**config.mk**
```make
export PLATFORM = sky130hd
export DESIGN_NAME = output_weight_update
export DESIGN_NICKNAME = d
export VERILOG_FILES = /design/src/rtl/nn_pkg.sv /design/src/rtl/weight_update_mac.sv /design/src/rtl/output_weight_update.sv
export SDC_FILE = /design/constraint.sdc
export NUM_CORES = 1
export LEC_CHECK = 0
export ABC_AREA = 1
export BUFFER_PORTS_ARGS = -buffer_cell sky130_fd_sc_hd__buf_2
export CORE_ASPECT_RATIO = 1.25
export CORE_MARGIN = 4
export CORE_UTILIZATION = 40
export CTS_CLUSTER_SIZE = 8
export DETAILED_ROUTE_END_ITERATION = 8
export PLACE_DENSITY = 0.65
export SYNTH_ARGS = -nofsm -noshare
export SYNTH_HDL_FRONTEND = slang
export SYNTH_HIERARCHICAL = 1
export SYNTH_SLANG_ARGS = --single-unit
```
**constraint.sdc**
```tcl
create_clock -name clk_i -period 10.6 [get_ports clk_i]
set_input_delay 2.12 -clock clk_i [delete_from_list [all_inputs] [get_ports clk_i]]
set_output_delay 2.12 -clock clk_i [all_outputs]
set_load 0.005 [all_outputs]
```
**src/rtl/nn_pkg.sv**
```systemverilog
// Purpose: shared widths, backprop FSM states and saturation helpers for the nn datapath blocks.
// Latency: n/a (constants and pure functions only).
// Backpressure: n/a.
package nn_pkg;

    localparam int W_W       = 8;   // signed weight width
    localparam int X_W       = 10;  // unsigned hidden activation width
    localparam int F_W       = 23;  // unsigned forward-pass result width
    localparam int T_W       = 4;   // unsigned training target width
    localparam int ERR_W     = 16;  // signed error register width
    localparam int TGT_SHIFT = 8;   // target scaled up to the final_i scale
    localparam int LR_SHIFT  = 8;   // learning rate 2^-LR_SHIFT

    typedef enum logic [2:0] {
        IDLE = 3'd0,
        ERR  = 3'd1,
        UPD  = 3'd2,
        DONE = 3'd3,
        WAIT = 3'd4
    } owu_state_t;

    // Clamp a signed value into the range of a signed 'width'-bit number.
    function automatic logic signed [31:0] sat_signed(input logic signed [31:0] value,
                                                      input int                  width);
        logic signed [31:0] max_v;
        logic signed [31:0] min_v;
        max_v = (32'sd1 <<< (width - 1)) - 32'sd1;
        min_v = -(32'sd1 <<< (width - 1));
        if (value > max_v)
            return max_v;
        else if (value < min_v)
            return min_v;
        else
            return value;
    endfunction

    // Error difference is formed at F_W+2 signed bits, then clamped to ERR_W.
    function automatic logic signed [ERR_W-1:0] clamp_err(input logic signed [F_W+1:0] diff);
        logic signed [31:0] wide;
        wide = {{(32-F_W-2){diff[F_W+1]}}, diff};
        return ERR_W'(sat_signed(wide, ERR_W));
    endfunction

endpackage

```
**src/rtl/weight_update_mac.sv**
```systemverilog
// Purpose: one gradient step for a single weight: w_new = sat(w + ((err * x) >>> SH)).
// Latency: combinational, zero cycles.
// Backpressure: none; output follows inputs.
// Ports: err_i signed error, x_i unsigned activation, w_i current weight, w_new_o saturated result.
module weight_update_mac
    import nn_pkg::*;
#(
    parameter int EW = ERR_W,
    parameter int XW = X_W,
    parameter int WW = W_W,
    parameter int SH = LR_SHIFT
) (
    input  logic signed [EW-1:0] err_i,
    input  logic        [XW-1:0] x_i,
    input  logic signed [WW-1:0] w_i,
    output logic signed [WW-1:0] w_new_o
);

    // Full product width: signed error times zero-extended activation.
    localparam int PW = EW + XW + 1;

    logic signed [PW-1:0] err_ext;
    logic signed [PW-1:0] x_ext;
    logic signed [PW-1:0] prod;
    logic signed [PW-1:0] delta;
    logic signed [PW:0]   sum;

    // Both operands are extended to PW first; the true product always fits in PW bits.
    assign err_ext = {{(PW-EW){err_i[EW-1]}}, err_i};
    assign x_ext   = {{(PW-XW){1'b0}}, x_i};
    assign prod    = err_ext * x_ext;
    assign delta   = prod >>> SH;
    assign sum     = {delta[PW-1], delta} + {{(PW+1-WW){w_i[WW-1]}}, w_i};
    assign w_new_o = WW'(sat_signed({{(32-PW-1){sum[PW]}}, sum}, WW));

endmodule

```
**src/rtl/output_weight_update.sv**
```systemverilog
// Purpose: hidden-to-output backprop; computes error, updates each weight through one shared MAC, commits atomically.
// Latency: en_i sampled high -> ERR, NUM_W UPD cycles, then DONE with new weights_o and b_end_o pulse (4 edges for NUM_W=2).
// Backpressure: none; en_i low in ERR/UPD aborts, en_i held high after DONE parks in WAIT (no retrigger).
// Ports: clk_i/rst_i (sync, active-high), en_i pass enable, zero_weight_reset_i loads weights_i,
//        final_i/target_i/x_i operands (stable while busy_o), weights_o committed weights, b_end_o, busy_o.
module output_weight_update
    import nn_pkg::*;
#(
    parameter int NUM_W = 2
) (
    input  logic                   clk_i,
    input  logic                   rst_i,
    input  logic                   en_i,
    input  logic                   zero_weight_reset_i,
    input  logic [F_W-1:0]         final_i,
    input  logic [T_W-1:0]         target_i,
    input  logic [NUM_W*X_W-1:0]   x_i,
    input  logic [NUM_W*W_W-1:0]   weights_i,
    output logic [NUM_W*W_W-1:0]   weights_o,
    output logic                   b_end_o,
    output logic                   busy_o
);

    localparam int IDX_W = (NUM_W > 1) ? $clog2(NUM_W) : 1;

    owu_state_t              state_q, state_d;
    logic [IDX_W-1:0]        idx_q, idx_d;
    logic signed [ERR_W-1:0] err_q, err_d;
    logic [NUM_W*W_W-1:0]    shadow_q, shadow_d;
    logic [NUM_W*W_W-1:0]    weights_q, weights_d;

    logic [X_W-1:0]          x_sel;
    logic signed [W_W-1:0]   w_sel;
    logic signed [W_W-1:0]   w_new;
    logic signed [F_W+1:0]   err_diff;

    // Target scaled to the final_i domain; both operands are unsigned, so zero-extend before subtracting.
    assign err_diff = $signed({{(F_W+2-T_W-TGT_SHIFT){1'b0}}, target_i, {TGT_SHIFT{1'b0}}})
                    - $signed({2'b00, final_i});

    assign x_sel = x_i[idx_q*X_W +: X_W];
    assign w_sel = weights_q[idx_q*W_W +: W_W];

    weight_update_mac #(
        .EW (ERR_W),
        .XW (X_W),
        .WW (W_W),
        .SH (LR_SHIFT)
    ) u_mac (
        .err_i   (err_q),
        .x_i     (x_sel),
        .w_i     (w_sel),
        .w_new_o (w_new)
    );

    always_comb begin
        state_d   = state_q;
        idx_d     = idx_q;
        err_d     = err_q;
        shadow_d  = shadow_q;
        weights_d = weights_q;

        if (zero_weight_reset_i) begin
            state_d   = IDLE;
            idx_d     = '0;
            shadow_d  = '0;
            weights_d = weights_i;
        end else begin
            case (state_q)
                IDLE: begin
                    if (en_i)
                        state_d = ERR;
                end
                ERR: begin
                    if (!en_i) begin
                        state_d = IDLE;
                    end else begin
                        err_d   = clamp_err(err_diff);
                        idx_d   = '0;
                        state_d = UPD;
                    end
                end
                UPD: begin
                    if (!en_i) begin
                        // Aborted pass: committed weights untouched, partial shadow ignored.
                        state_d = IDLE;
                        idx_d   = '0;
                    end else begin
                        shadow_d[idx_q*W_W +: W_W] = w_new;
                        if (idx_q == IDX_W'(NUM_W - 1)) begin
                            // The last weight bypasses the shadow so the commit lands this edge.
                            weights_d                   = shadow_q;
                            weights_d[idx_q*W_W +: W_W] = w_new;
                            state_d                     = DONE;
                        end else begin
                            idx_d = idx_q + 1'b1;
                        end
                    end
                end
                DONE: begin
                    state_d = en_i ? WAIT : IDLE;
                end
                WAIT: begin
                    if (!en_i)
                        state_d = IDLE;
                end
                default: state_d = IDLE;
            endcase
        end
    end

    always_ff @(posedge clk_i) begin
        if (rst_i) begin
            state_q   <= IDLE;
            idx_q     <= '0;
            err_q     <= '0;
            shadow_q  <= '0;
            weights_q <= '0;
        end else begin
            state_q   <= state_d;
            idx_q     <= idx_d;
            err_q     <= err_d;
            shadow_q  <= shadow_d;
            weights_q <= weights_d;
        end
    end

    assign weights_o = weights_q;
    assign b_end_o   = (state_q == DONE);
    assign busy_o    = (state_q == ERR) || (state_q == UPD);

endmodule

```
-- Yosys cells after proc, flatten, opt, wreduce, memory -nomap -nowiden
Cells that the tools add are included.
- register bits: 52
- input port bits: 67
- output and inout port bits: 18
- $add $sub $neg: 4
- multipliers: 2
- magnitude comparators: 4
- equality and inequality tests: 8
- shift operators: 4
- mux-type cells: 20
- bitwise logic cells: 1
- reductions and logical operators: 12
- operators with widths (operator ; count):
    two-way mux 16 bit ; 6
    negation 4 -> 34 bit ; 1
    variable shift 8 x 34 -> 16 bit, first input constant ; 1
    variable part select 8 x 34 -> 16 bit ; 1
    multiplier 16 x 11 -> 27 bit ; 1
    > comparator 24 x 16 -> 1 bit, second input constant ; 1
    < comparator 24 x 16 -> 1 bit, second input constant ; 1
    subtractor 12 x 23 -> 24 bit ; 1
    adder 19 x 8 -> 20 bit ; 1
    > comparator 20 x 8 -> 1 bit, second input constant ; 1
    < comparator 20 x 8 -> 1 bit, second input constant ; 1
    variable part select 20 x 6 -> 10 bit ; 1
    bitwise mux 16 bit ; 1
    two-way mux 8 bit ; 2
    variable part select 16 x 5 -> 8 bit ; 1
    two-way mux 3 bit ; 5
    one-hot mux 3 bit (5 select lines) ; 1
    AND reduction 3 bit ; 3
    nonzero test 2 bit ; 4
    == test 3 x 2 -> 1 bit, second input constant ; 2
    != test 2 bit, second input constant ; 3
    multiplier 1 x 3 -> 4 bit, second input constant ; 1
    AND reduction 2 bit ; 2
    == test 3 x 1 -> 1 bit, second input constant ; 1
    other kinds (10) ; 12

-- Longest topological paths before layout
- depth after elaboration: 13
- depth in mapped cells: 50
- gate-level depth less buffers: 45

-- Modules after synthesis
The synthesis kept the hierarchy.
- modules (own cells, without submodules) (module ; instances ; cells each ; area each (sq um)):
    weight_update_mac ; 1 ; 1105 ; 7753.7
    output_weight_update ; 1 ; 520 ; 3200.6

-- Least setup slack after synthesis
OpenSTA, ideal clock, no wires.
- path kind: input-to-reg
- from: in x_i[17]
- to: reg weights_q[13] (netlist: weights_o[13])
- setup time: 0.121 ns
- arrival time: 8.541 ns
- required time: 10.479 ns
- setup slack: 1.938 ns
- stages on the path: 35
- path buffers: 2
- cells stage by stage: nand2_1 > nand2_1 > clkbuf_1 > clkbuf_1 > nand2_1 > fa_1 > inv_1 > fa_1 > fa_1 > fa_1 > inv_1 > fa_1 > inv_1 > ha_1 > a21o_1 > a21boi_0 > nor2_1 > nor2_1 > nor2_1 > a211oi_1 > nand2_1 > xor2_1 > ha_1 > inv_1 > nor3_1 > nand2_2 > o211ai_4 > xor2_4 > inv_2 > nand2_4 > nand2_1 > mux2i_1 > nor2_1 > a21oi_1 > a21oi_1
- cells in the longest elaborated chain, start to end: 12
- elaborated cells on any way between the ends: 13
- ends and longest elaborated chain (item ; line ; source):
    from (decl) ; output_weight_update.sv:17 ; input logic [NUM_W*X_W-1:0] x_i,
    variable part select 20 x 6 -> 10 bit * ; output_weight_update.sv:41 ; assign x_sel = x_i[idx_q*X_W +: X_W];
    named net x_sel[7] ; output_weight_update.sv:32 ; logic [X_W-1:0] x_sel;
    multiplier 16 x 11 -> 27 bit * ; weight_update_mac.sv:31 ; assign prod = err_ext * x_ext;
    adder 19 x 8 -> 20 bit * ; weight_update_mac.sv:33 ; assign sum = {delta[PW-1], delta} + {{(PW+1-WW){w_i[WW-1]}}, w_i};
    < comparator 20 x 8 -> 1 bit ; nn_pkg.sv:31 ; else if (value < min_v)
    two-way mux 8 bit ; nn_pkg.sv:31 ;
    two-way mux 8 bit * ; nn_pkg.sv:29 ; if (value > max_v)
    named net w_new[7] ; output_weight_update.sv:34 ; logic signed [W_W-1:0] w_new;
    variable part select 8 x 34 -> 16 bit * ; output_weight_update.sv:93 ; weights_d[idx_q*W_W +: W_W] = w_new;
    bitwise mux 16 bit * ; output_weight_update.sv:93 ;
    two-way mux 16 bit * ; output_weight_update.sv:90 ; if (idx_q == IDX_W'(NUM_W - 1)) begin
    two-way mux 16 bit * ; output_weight_update.sv:84 ; if (!en_i) begin
    two-way mux 16 bit * ; output_weight_update.sv:69 ; case (state_q)
    two-way mux 16 bit * ; output_weight_update.sv:63 ; if (zero_weight_reset_i) begin
    to (signal assigned) ; output_weight_update.sv:124 ; weights_q <= weights_d;
    to (decl) ; output_weight_update.sv:30 ; logic [NUM_W*W_W-1:0] weights_q, weights_d;
Mark *: on every way through the listed nets, which the timed path passes. The rest lies on a longest branch. The select of a mux whose other input is x is not followed.
A chain may end at the register's enable or synchronous reset.

-- Worst setup path after layout
- from: in x_i[2]
- to: reg weights_q[3] (netlist: weights_o[3])
Same word-level chain as after synthesis.

==> flow_summary.yaml <==
status:
  status: "complete, no violations"
drt:
  firstDrtPassIters: 5
  detail-route-antenna-nets: 0
  viasPerCell: 4.95
  routed_wl_um: 28500
  vias: 9928
  wl_per_cell_um: 14.2
  first_iter_violations: 476
  drc: 0
yosys:
  syn-cell-area_mm2: 0.0110
  syn_area_per_cell_um2: 6.74
  syn_inst: 1625
  yosysSeqAreaShare: 0.0859
  ys.warnings.count: 6
  ys_types: 49
  synth_seq_cells: 47
  synth_enable_flop_cells: 0
  synthFlopType: "dfxtp_1"
  syn-num-nets: 1920
  ys_async_sr_fraction: 0
clock_network:
  clk_latency_ns: 0.31
  cts-root-buf: "clkbuf_16"
  ctsHoldBuffers: 0
  postCtsSetupBuffers: 0
  htreeDepth: 2
  clk_pin_slew_ns: 0.08
  clkSinkCount: 47
  cts_tree: "yes"
  cts_made_buffers: 5
  cts_resized: 0
  cts.path.max_buffers: 2
setup_path:
  rr_endpoint: "weights_o[3]"
  r2r_slack_ns: 2.04
  cp.required_ns: 10.78
  end_kind: "flop"
  crit_path_max_fanout: 16
  crit_path_start_kind: "input pin"
  crit_path_end: "weights_o[3]"
  cp_slowest_cell: "nand2_1"
  r2r_cells: 37
  worstPathArrival_ns: 9.58
  r2r-start: "idx_q"
  crit_start: "x_i[2]"
  cpMostUsedCell: "nand2_1"
  cp_slowest_stage_delay_ns: 0.59
  path_class: "in2reg"
pwr:
  vdd_drop_max_uv: 112
  powerDensity_mw_per_mm2: 56.2
  p_leak_uw: 0.00674
die:
  num_rows: 67
  die_area_mm2: 0.0301
  initial_utilization: 0.407
  pin_count: 85
  die_w_um: 156
  die_h_um: 193
  coreArea_mm2: 0.0269
sta:
  fin_tns_setup_ns: 0
  tightest_slew_ns: 1.07
  fin_crit_sh: 0.887
  period_needed_ns: 9.40
  setup_viol: 0
  fmax_mhz: 106
  clock_skew_ns: 0.0115
  finalHoldViolCount: 0
  slew_headroom: 0.284
  slew_violations: 0
  grt_setup_unrepaired: "false"
job:
  maxCapViolations: 0
cells_and_area:
  drive_gt1_frac: 0.100
  antenna_cells: 0
  final_util: 0.436
  area_growth_pct: 7.10
  nets: 1956
  fill_cells: 2852
min_path:
  hold_class: "reg2reg"
global_routing:
  grt_pass1_wl_um: 47700
  grt_max_degree: 39
  gr-total-overflow: 0
  grt_usage: 0.193
  antenna_found_initial: 0
  grt_pass1_vias: 9957
placement:
  io_buffers: 84
  place_congestion: 0.919
  dp_hpwl_um: 23700
==> layout make-up <==
| class | instances | area, um2 | share of cell area |
|---|---|---|---|
| multi-input combinational | 1151 | 8380 | 0.714 |
| inverter | 370 | 1390 | 0.118 |
| sequential | 47 | 941 | 0.0802 |
| timing repair buffer | 86 | 435 | 0.0371 |
| tap | 345 | 432 | 0.0368 |
| clock buffer | 5 | 125 | 0.0107 |
| clock inverter | 3 | 28.8 | 0.00245 |
==> through the flow <==
| step | hold WS, ns | area [um2] | total power [uW] | cells | worst slack, ns |
|---|---|---|---|---|---|
| after floorplan | 0.424 | 11000 | 408 | 1625 | 1.94 |
| after global placement | 0.438 | 11600 | 487 | 1999 | 1.01 |
| after detailed placement | 0.443 | 11600 | 489 | 1999 | 0.920 |
| after CTS | 0.456 | 11700 | 666 | 2007 | 1.25 |
| after global routing | 0.474 | 11700 | 710 | 2007 | 0.581 |
| final | 0.453 | 11700 | 659 | 2007 | 1.20 |
==> per-layer routing <==
layer / up-vias / wire length [um] / GRT usage
met2: 226 / 14300 / 0.341
met5: - / 0 / 0
met4: 0 / 614 / 0.0546
met3: 34 / 1350 / 0.0172
li1: 4948 / - / -
met1: 4720 / 12200 / 0.251
==> flip-flops by register name, indices dropped and copies added (netlist names) <==
| signal | count |
|---|---|
| weights_o | 16 |
| err_q | 16 |
| idx_q | 1 |
| shadow_q | 11 |
| state_q | 3 |
==> layout by cell type (no fill, tap or decap), drive strengths merged <==
| cell type | n |
|---|---|
| o211ai | 1 |
| o2111ai | 1 |
| buf | 86 |
| nand4 | 14 |
| nand3b | 3 |
| a31oi | 9 |
| clkinv | 3 |
| o21a | 1 |
| o21ai | 38 |
| nand2 | 494 |
| o221a | 1 |
| dfxtp | 47 |
| a311oi | 4 |
| nor2 | 118 |
| or2 | 2 |
| inv | 370 |
| and2 | 3 |
| nor3 | 16 |
| ha | 83 |
| a211oi | 7 |
| xnor2 | 18 |
| clkbuf | 5 |
| nor4 | 2 |
| a21o | 4 |
| xor2 | 28 |
| o21bai | 3 |
| a21oi | 90 |
| fa | 145 |
| mux2i | 6 |
| nand3 | 58 |
| a21boi | 2 |
==> how the worst min path moves through the flow <==
stage                     start  slack, ns     endpoint  cells after the start
CTS                 shadow_q[1]       0.46  shadow_q[1]                      2
detailed placement  shadow_q[1]       0.44  shadow_q[1]                      2
global placement    shadow_q[1]       0.44  shadow_q[1]                      2
global route        shadow_q[1]       0.47  shadow_q[1]                      2
floorplan           shadow_q[1]       0.42  shadow_q[1]                      2
finish              shadow_q[1]       0.45  shadow_q[1]                      2
==> critical path: cells and delay by family <==
family | cells | cell delay [ns]
compound gates | 2 | 0.21
xor+xnor | 1 | 0.09
fa+ha+maj | 7 | 3.45
buf+inv | 7 | 0.50
mux | 1 | 0.20
simple gates | 19 | 3.03
==> synthesized netlist by cell type (18+ instances only) <==
cell      count  share of area
nand3_1      52          0.024
inv_1       359           0.12
ha_1         83          0.095
xnor2_1      18          0.014
o21ai_0      34          0.016
nand2_1     478           0.16
nor2_1      101          0.035
a21oi_1      73          0.033
dfxtp_1      47          0.086
xor2_1       27          0.022
fa_1        145           0.26
clkbuf_1     47          0.016
==> power breakdown <==
group / total [uW] / internal (uW) / switching, uW / leakage (uW)
sequential: 191 / 182 / 8.90 / 0.000383
clock: 174 / 91.1 / 82.6 / 0.0000767
combinational: 294 / 105 / 190 / 0.00628
total: 659 / 378 / 281 / 0.00674
==> cells by family (layout without fill, tap and decap cells) <==
| logic type | count (synthesis) | after routing | synth area share |
|---|---|---|---|
| DFF | 47 | 47 | 0.0859 |
| AOI/OAI and AO/OA | 161 | 161 | 0.0901 |
| adders and majority gates | 228 | 228 | 0.360 |
| buffers and inverters | 427 | 464 | 0.149 |
| and+or+nand+nor | 710 | 710 | 0.271 |
| xor gates and xnor gates | 46 | 46 | 0.0385 |
| muxes | 6 | 6 | 0.00548 |
(Power assumes the default switching activity.)
